File: src/rtl/conv_batch_sequencer_if.sv
// Signal bundle between the conversion batch sequencer and its surroundings:
// top-level go/done control, the shared byte-wide data memory and the
// integer-to-float conversion engine.
interface conv_batch_sequencer_if #(
  parameter int AW = 8,
  parameter int CW = 6
);
  // top-level control
  logic          go;
  logic [AW-1:0] src_base;
  logic [AW-1:0] dst_base;
  logic [CW-1:0] count;
  logic          busy;
  logic          done;
  logic          err;
  logic [CW-1:0] processed;

  // data memory
  logic [AW-1:0] mem_addr;
  logic          mem_rd_en;
  logic [7:0]    mem_rdata;
  logic          mem_wr_en;
  logic [7:0]    mem_wdata;

  // conversion engine
  logic          eng_start;
  logic [15:0]   eng_operand;
  logic          eng_done;
  logic [15:0]   eng_result;

  // sequencer side
  modport master (
    input  go, src_base, dst_base, count,
    input  mem_rdata, eng_done, eng_result,
    output busy, done, err, processed,
    output mem_addr, mem_rd_en, mem_wr_en, mem_wdata,
    output eng_start, eng_operand
  );

  // controller / memory / engine side
  modport slave (
    output go, src_base, dst_base, count,
    output mem_rdata, eng_done, eng_result,
    input  busy, done, err, processed,
    input  mem_addr, mem_rd_en, mem_wr_en, mem_wdata,
    input  eng_start, eng_operand
  );
endinterface

File: src/rtl/conv_batch_sequencer.sv
// Batch sequencer for the integer-to-float conversion engine. Walks an array
// of 16-bit integers in byte-wide memory, hands each one to the engine with a
// start/done handshake and writes the 16-bit float result back. It is the only
// memory master while busy.
module conv_batch_sequencer #(
  parameter int AW      = 8,
  parameter int CW      = 6,
  parameter int TIMEOUT = 255
) (
  input  logic                   clk_i,
  input  logic                   rst_n_i,
  conv_batch_sequencer_if.master bus
);

  // state      | meaning
  // -----------+------------------------------------------------------------
  // S_IDLE     | waiting for go; inputs sampled here only
  // S_RD_LO    | read request for operand low byte
  // S_RD_HI    | read request for operand high byte, capture low byte
  // S_CAPT     | capture operand high byte
  // S_START_A  | first eng_start cycle (eng_done ignored)
  // S_START_B  | second eng_start cycle (eng_done ignored), arm wait counter
  // S_WAIT     | wait for eng_done, bounded by TIMEOUT cycles
  // S_WR_LO    | write result low byte
  // S_WR_HI    | write result high byte, bump processed
  // S_NEXT     | batch complete check / advance to next operand
  // S_FIN      | one-cycle done pulse, busy already low
  typedef enum logic [3:0] {
    S_IDLE    = 4'd0,
    S_RD_LO   = 4'd1,
    S_RD_HI   = 4'd2,
    S_CAPT    = 4'd3,
    S_START_A = 4'd4,
    S_START_B = 4'd5,
    S_WAIT    = 4'd6,
    S_WR_LO   = 4'd7,
    S_WR_HI   = 4'd8,
    S_NEXT    = 4'd9,
    S_FIN     = 4'd10
  } state_t;

  // wait counter only needs to reach TIMEOUT-1; the TIMEOUT-th cycle exits
  localparam int TW = (TIMEOUT > 1) ? $clog2(TIMEOUT) : 1;
  localparam logic [TW-1:0] WAIT_LAST = TW'(TIMEOUT - 1);

  state_t        state_q, state_d;
  logic [AW-1:0] src_q, src_d;
  logic [AW-1:0] dst_q, dst_d;
  logic [CW-1:0] cnt_q, cnt_d;
  logic [CW-1:0] processed_q, processed_d;
  logic          err_q, err_d;
  logic [15:0]   operand_q, operand_d;
  logic [15:0]   result_q, result_d;
  logic [TW-1:0] wcnt_q, wcnt_d;

  // processed doubles as the operand index: it only advances after the
  // result of the current operand has been fully written
  logic [AW-1:0] byte_off;
  logic [AW-1:0] rd_addr_lo, rd_addr_hi;
  logic [AW-1:0] wr_addr_lo, wr_addr_hi;
  logic          wait_expired;

  assign byte_off     = AW'({processed_q, 1'b0});
  assign rd_addr_lo   = src_q + byte_off;
  assign rd_addr_hi   = rd_addr_lo + 1'b1;
  assign wr_addr_lo   = dst_q + byte_off;
  assign wr_addr_hi   = wr_addr_lo + 1'b1;
  assign wait_expired = (wcnt_q == WAIT_LAST);

  // state register
  always_ff @(posedge clk_i or negedge rst_n_i) begin
    if (!rst_n_i) begin
      state_q <= S_IDLE;
    end else begin
      state_q <= state_d;
    end
  end

  // next-state logic
  always_comb begin
    state_d = state_q;
    case (state_q)
      S_IDLE: begin
        if (bus.go) begin
          state_d = (bus.count != '0) ? S_RD_LO : S_FIN;
        end
      end
      S_RD_LO:   state_d = S_RD_HI;
      S_RD_HI:   state_d = S_CAPT;
      S_CAPT:    state_d = S_START_A;
      S_START_A: state_d = S_START_B;
      S_START_B: state_d = S_WAIT;
      S_WAIT: begin
        if (bus.eng_done) begin
          state_d = S_WR_LO;
        end else if (wait_expired) begin
          state_d = S_FIN;
        end
      end
      S_WR_LO:   state_d = S_WR_HI;
      S_WR_HI:   state_d = S_NEXT;
      S_NEXT:    state_d = (processed_q == cnt_q) ? S_FIN : S_RD_LO;
      S_FIN:     state_d = S_IDLE;
      default:   state_d = S_IDLE;
    endcase
  end

  // datapath next-state: batch parameters, operand/result capture, counters
  always_comb begin
    src_d       = src_q;
    dst_d       = dst_q;
    cnt_d       = cnt_q;
    processed_d = processed_q;
    err_d       = err_q;
    operand_d   = operand_q;
    result_d    = result_q;
    wcnt_d      = wcnt_q;
    case (state_q)
      S_IDLE: begin
        if (bus.go) begin
          err_d = 1'b0;
          if (bus.count != '0) begin
            src_d       = bus.src_base;
            dst_d       = bus.dst_base;
            cnt_d       = bus.count;
            processed_d = '0;
          end
        end
      end
      S_RD_HI:   operand_d[7:0]  = bus.mem_rdata;
      S_CAPT:    operand_d[15:8] = bus.mem_rdata;
      S_START_B: wcnt_d = '0;
      S_WAIT: begin
        if (bus.eng_done) begin
          result_d = bus.eng_result;
        end else if (wait_expired) begin
          err_d = 1'b1;
        end else begin
          wcnt_d = wcnt_q + 1'b1;
        end
      end
      S_WR_HI:   processed_d = processed_q + 1'b1;
      default:   ;
    endcase
  end

  // datapath registers
  always_ff @(posedge clk_i or negedge rst_n_i) begin
    if (!rst_n_i) begin
      src_q       <= '0;
      dst_q       <= '0;
      cnt_q       <= '0;
      processed_q <= '0;
      err_q       <= 1'b0;
      operand_q   <= '0;
      result_q    <= '0;
      wcnt_q      <= '0;
    end else begin
      src_q       <= src_d;
      dst_q       <= dst_d;
      cnt_q       <= cnt_d;
      processed_q <= processed_d;
      err_q       <= err_d;
      operand_q   <= operand_d;
      result_q    <= result_d;
      wcnt_q      <= wcnt_d;
    end
  end

  // outputs decoded from state; read and write strobes live in disjoint states
  always_comb begin
    bus.busy        = (state_q != S_IDLE) && (state_q != S_FIN);
    bus.done        = (state_q == S_FIN);
    bus.err         = err_q;
    bus.processed   = processed_q;
    bus.eng_operand = operand_q;
    bus.eng_start   = 1'b0;
    bus.mem_addr    = '0;
    bus.mem_rd_en   = 1'b0;
    bus.mem_wr_en   = 1'b0;
    bus.mem_wdata   = '0;
    case (state_q)
      S_RD_LO: begin
        bus.mem_addr  = rd_addr_lo;
        bus.mem_rd_en = 1'b1;
      end
      S_RD_HI: begin
        bus.mem_addr  = rd_addr_hi;
        bus.mem_rd_en = 1'b1;
      end
      S_START_A,
      S_START_B: bus.eng_start = 1'b1;
      S_WR_LO: begin
        bus.mem_addr  = wr_addr_lo;
        bus.mem_wdata = result_q[7:0];
        bus.mem_wr_en = 1'b1;
      end
      S_WR_HI: begin
        bus.mem_addr  = wr_addr_hi;
        bus.mem_wdata = result_q[15:8];
        bus.mem_wr_en = 1'b1;
      end
      default: ;
    endcase
  end

endmodule
File: src/flat_wrapper.sv
// flat-port wrapper written by rule: the top's interface ports become plain ports
module conv_batch_sequencer_flat 
#(
  parameter int AW      = 8,
  parameter int CW      = 6,
  parameter int TIMEOUT = 255
)
  (clk_i, rst_n_i, bus_go, bus_src_base, bus_dst_base, bus_count, bus_mem_rdata, bus_eng_done, bus_eng_result, bus_busy, bus_done, bus_err, bus_processed, bus_mem_addr, bus_mem_rd_en, bus_mem_wr_en, bus_mem_wdata, bus_eng_start, bus_eng_operand);
  conv_batch_sequencer_if #(.AW(AW), .CW(CW)) bus_i ();
  input  logic clk_i;
  input  logic rst_n_i;
  input wire logic [$bits(bus_i.go)-1:0] bus_go;
  input wire logic [$bits(bus_i.src_base)-1:0] bus_src_base;
  input wire logic [$bits(bus_i.dst_base)-1:0] bus_dst_base;
  input wire logic [$bits(bus_i.count)-1:0] bus_count;
  input wire logic [$bits(bus_i.mem_rdata)-1:0] bus_mem_rdata;
  input wire logic [$bits(bus_i.eng_done)-1:0] bus_eng_done;
  input wire logic [$bits(bus_i.eng_result)-1:0] bus_eng_result;
  output wire logic [$bits(bus_i.busy)-1:0] bus_busy;
  output wire logic [$bits(bus_i.done)-1:0] bus_done;
  output wire logic [$bits(bus_i.err)-1:0] bus_err;
  output wire logic [$bits(bus_i.processed)-1:0] bus_processed;
  output wire logic [$bits(bus_i.mem_addr)-1:0] bus_mem_addr;
  output wire logic [$bits(bus_i.mem_rd_en)-1:0] bus_mem_rd_en;
  output wire logic [$bits(bus_i.mem_wr_en)-1:0] bus_mem_wr_en;
  output wire logic [$bits(bus_i.mem_wdata)-1:0] bus_mem_wdata;
  output wire logic [$bits(bus_i.eng_start)-1:0] bus_eng_start;
  output wire logic [$bits(bus_i.eng_operand)-1:0] bus_eng_operand;
  assign bus_i.go = bus_go;
  assign bus_i.src_base = bus_src_base;
  assign bus_i.dst_base = bus_dst_base;
  assign bus_i.count = bus_count;
  assign bus_i.mem_rdata = bus_mem_rdata;
  assign bus_i.eng_done = bus_eng_done;
  assign bus_i.eng_result = bus_eng_result;
  assign bus_busy = bus_i.busy;
  assign bus_done = bus_i.done;
  assign bus_err = bus_i.err;
  assign bus_processed = bus_i.processed;
  assign bus_mem_addr = bus_i.mem_addr;
  assign bus_mem_rd_en = bus_i.mem_rd_en;
  assign bus_mem_wr_en = bus_i.mem_wr_en;
  assign bus_mem_wdata = bus_i.mem_wdata;
  assign bus_eng_start = bus_i.eng_start;
  assign bus_eng_operand = bus_i.eng_operand;
  conv_batch_sequencer #(.AW(AW), .CW(CW), .TIMEOUT(TIMEOUT)) u_core (.clk_i(clk_i), .rst_n_i(rst_n_i), .bus(bus_i));
endmodule
File: config.mk
export PLATFORM = sky130hd
export DESIGN_NAME = conv_batch_sequencer_flat
export DESIGN_NICKNAME = d
export VERILOG_FILES = /design/src/rtl/conv_batch_sequencer_if.sv /design/src/rtl/conv_batch_sequencer.sv /design/src/flat_wrapper.sv
export SDC_FILE = /design/constraint.sdc
export NUM_CORES = 1
export LEC_CHECK = 0
export CELL_PAD_IN_SITES_DETAIL_PLACEMENT = 1
export CELL_PAD_IN_SITES_GLOBAL_PLACEMENT = 1
export CORE_ASPECT_RATIO = 0.5
export CORE_MARGIN = 3
export CORE_UTILIZATION = 30
export DETAILED_ROUTE_END_ITERATION = 7
export PLACE_DENSITY_LB_ADDON = 0.1
export SYNTH_ARGS = -nofsm -noshare
export SYNTH_HDL_FRONTEND = slang
export SYNTH_SLANG_ARGS = --single-unit
File: constraint.sdc
create_clock -name clk_i -period 9.06 [get_ports clk_i]
set_input_delay 1.812 -clock clk_i [delete_from_list [all_inputs] [get_ports clk_i]]
set_output_delay 1.812 -clock clk_i [all_outputs]
set_load 0.01 [all_outputs]
==> reports/qor.yml <==
outcome:
  outcome: "complete, no violations"
sta:
  rsz0062_at_grt: "no"
  finalSetupViolations: 0
  max_slew_margin_pct: 34.26
  layout_min_cycle_time_ps: 5491
  period_share_pct: 60.61
  tns_ps: 0
  worst_pin_slew_ps: 986.1
  fmax_mhz: 182.1
  skew_ps: 10.23
  hold_viol: 0
  drv_slew: 0
  finalWorstSetupSlack_ps: 3569
critical_path:
  crit_type: "reg2out"
  cp-end-kind: "primary output"
  crit_family: "compound AO/OA/AOI/OAI gates"
  crit_path_max_fanout: 8
  cpMostUsedCell: "o31a_1"
  cpPeakStageDelay_ps: 590
  crit_buf_inv: 2
  cp-start-kind: "flop"
  path_cells: "ha_1, inv_1, fa_1, nor2b_1, o31a_1, mux2_4, o31a_1, o2111a_1, o31ai_1, clkdlybuf4s50_1"
  cp.required_ps: 7250
  arrival_ps: 3680
  worst_path_max_delay_cell: "clkdlybuf4s50_1"
power:
  p_leak_uw: 0.002510
  seq_power_share_pct: 31.3
  combPwrFrac_pct: 46.8
  peakVddDrop_v: 0.0001061
  clkPwrFrac_pct: 21.9
  internal_power_uw: 1166
  power_density_mw_per_mm2: 330.9
  p_sw_uw: 733.0
  swShare_pct: 38.60
clocking:
  clock-sinks: 73
  cts_tree: "done"
  ctsResizeCount: 0
  postCtsSetupBuffers: 0
  clk_latency_ps: 340
  cts_buffer_depth: 2
  cts-root-buf: "clkbuf_16"
  path_clk_slew_ps: 60
  htree_levels: 3
  cts_buffers: 9
  hold_buffers: 0
detailed_routing:
  drcViolationCount: 0
  routed_wl_um: 12500
  first_pass_iters: 4
  drt_iter0_drc: 146
  wl_per_cell_um: 16.91
  drtAntennaViolNets: 0
  vias_per_cell: 4.930
  vias: 3643
die:
  initial_core_util_pct: 31.17
  die_h_um: 90.49
  dieWidth_um: 175.0
  io_pins: 94
  dieArea_mm2: 0.01583
  rows: 30
  coreArea_mm2: 0.01374
cells_and_area:
  antennaDiodeCount: 0
  final_layout_size_suffix_gt1_share_pct: 11.33
  final_cell_mix: "106 x nand2_1, 92 x clkdlybuf4s50_1, 73 x dfrtp_1"
  final_cells: 739
  final_net_count: 611
  layout-area-overhead-vs-synth_pct: 34.01
  fin_area_mm2: 0.005739
  final_common_cell: "nand2_1"
min_path:
  hold_path.class: "reg2reg"
synth:
  synth_seq_cells: 73
  synthArstFlopShare_pct: 100.0
  synth.area.top_cells: "dfrtp_1 43%, nand2_1 9.3%, mux2_2 7.1%"
  synth.avg_cell_area_um2: 9.454
  yosysTopAreaCellShare_pct: 42.65
  yosys_warnings: 0
  synth_ff_type: "dfrtp_1"
  synthesis.nets: 521
  ys_types: 64
  synth.yosys.seq_area_share_pct: 42.65
  syn_inst: 453
  synth_edf_count: 0
  synthesis.area_mm2: 0.004283
  netlist.top_cell.by_area: "dfrtp_1"
placement:
  place_area_mm2: 0.005399
  dp.cells: 724
  dp_hpwl_um: 9187
  pre_cts_slack_ps: 3908
  place.gp.congestion: 0.8053
  io_buffers: 93
global_route:
  grt_pass1_vias: 3757
  grt_pass1_wl_um: 20900
  antenna_found_initial: 0
  grt.total_usage_pct: 16.42
  grt-ovfl-total: 0
  grt_max_degree: 74
run:
  drv_cap: 0
[per-stage QoR]
stage	hold WS (ps)	utilization [%]	power [uW]
4_1_cts	476.8	41.78	1925
2_1_floorplan	449.7	-	1126
3_5_place_dp	462.7	39.30	1497
3_3_place_gp	457.2	39.30	1489
5_1_grt	504.0	41.78	2057
6_report	471.1	41.78	1899
[Yosys cell counts, drive strengths merged (3+ instances only)]
cell and instances:
nor4b 3, a211oi 3, nand3 10, nor2b 11, xnor2 4, o22ai 4
nand3b 4, nor2 36, a22o 9, buf 5, or3 6, nand2 107
o21a 4, or2 3, o31a 4, nand2b 3, clkbuf 12, a221oi 4
xor2 15, inv 7, dfrtp 73, nor3 6, mux2 30, a22oi 4
ha 16, o31ai 5, a21oi 10, o21ai 20, and3 3, nand4 5
[logic make-up (layout without fill, tap and decap cells)]
logic type                 Yosys count  count (layout)  share of synthesized area (%)
AOI/OAI and AO/OA                   83              83                          14.75
adders and majority gates           18              18                          5.609
and+or+nand+nor                    205             205                          22.52
muxes                               31              31                          8.209
buffers and inverters               24             118                          2.366
DFF                                 73              73                          42.65
xor gates and xnor gates            19              19                          3.885
[per-layer routing]
layer  GRT usage [%]  part of all wire (%)
met5               0                     0
met2           23.38                    40
met1           24.19                    53
met4           2.785                  0.63
met3           5.668                   6.4
[power groups by stage]
stage | Sequential (uW) | Clock (uW) | Combinational (uW)
floorplan | 560 | 0 | 566
global placement | 598 | 0 | 891
detailed placement | 600 | 0 | 897
CTS | 595 | 427 | 903
global route | 620 | 443 | 994
finish | 595 | 416 | 888
[worst min-delay path: stages (launching register included)]
cell	delay [ps]
dfrtp_1	340
nand2_1	50
nand2_1	50
[final cells by class]
cell class,count,area [um^2]
multi-input combinational,356,2355
fill,1574,7999
inverter,7,26.28
sequential,73,1827
clock buffer,9,225.2
timing repair buffer,96,950.9
tap,192,240.2
clock inverter,6,115.1
[registers in the layout, summed over array words and instances (netlist names)]
name                    cells
u_core.bus.processed        6
u_core.wcnt_q               8
u_core.src_q                8
u_core.result_q            16
u_core.dst_q                8
u_core.bus.err              1
u_core.state_q              4
u_core.bus.eng_operand     16
u_core.cnt_q                6
[final timing paths]
check                                          start                   endpoint  slack (ps)  cells past startpoint
max reg2reg                        u_core.state_q[2]            u_core.cnt_q[1]        6400                      4
max in group asynchronous                    rst_n_i        u_core.result_q[13]        6780                      1
max                          u_core.bus.processed[0]            bus_mem_addr[7]        3570                     10
min reg2reg                u_core.bus.eng_operand[1]  u_core.bus.eng_operand[1]         470                      2
min                        u_core.bus.eng_operand[1]  u_core.bus.eng_operand[1]         470                      2
min in group asynchronous                    rst_n_i            u_core.dst_q[6]        1620                      1
No activity file was read; power rests on OpenSTA's default activity.
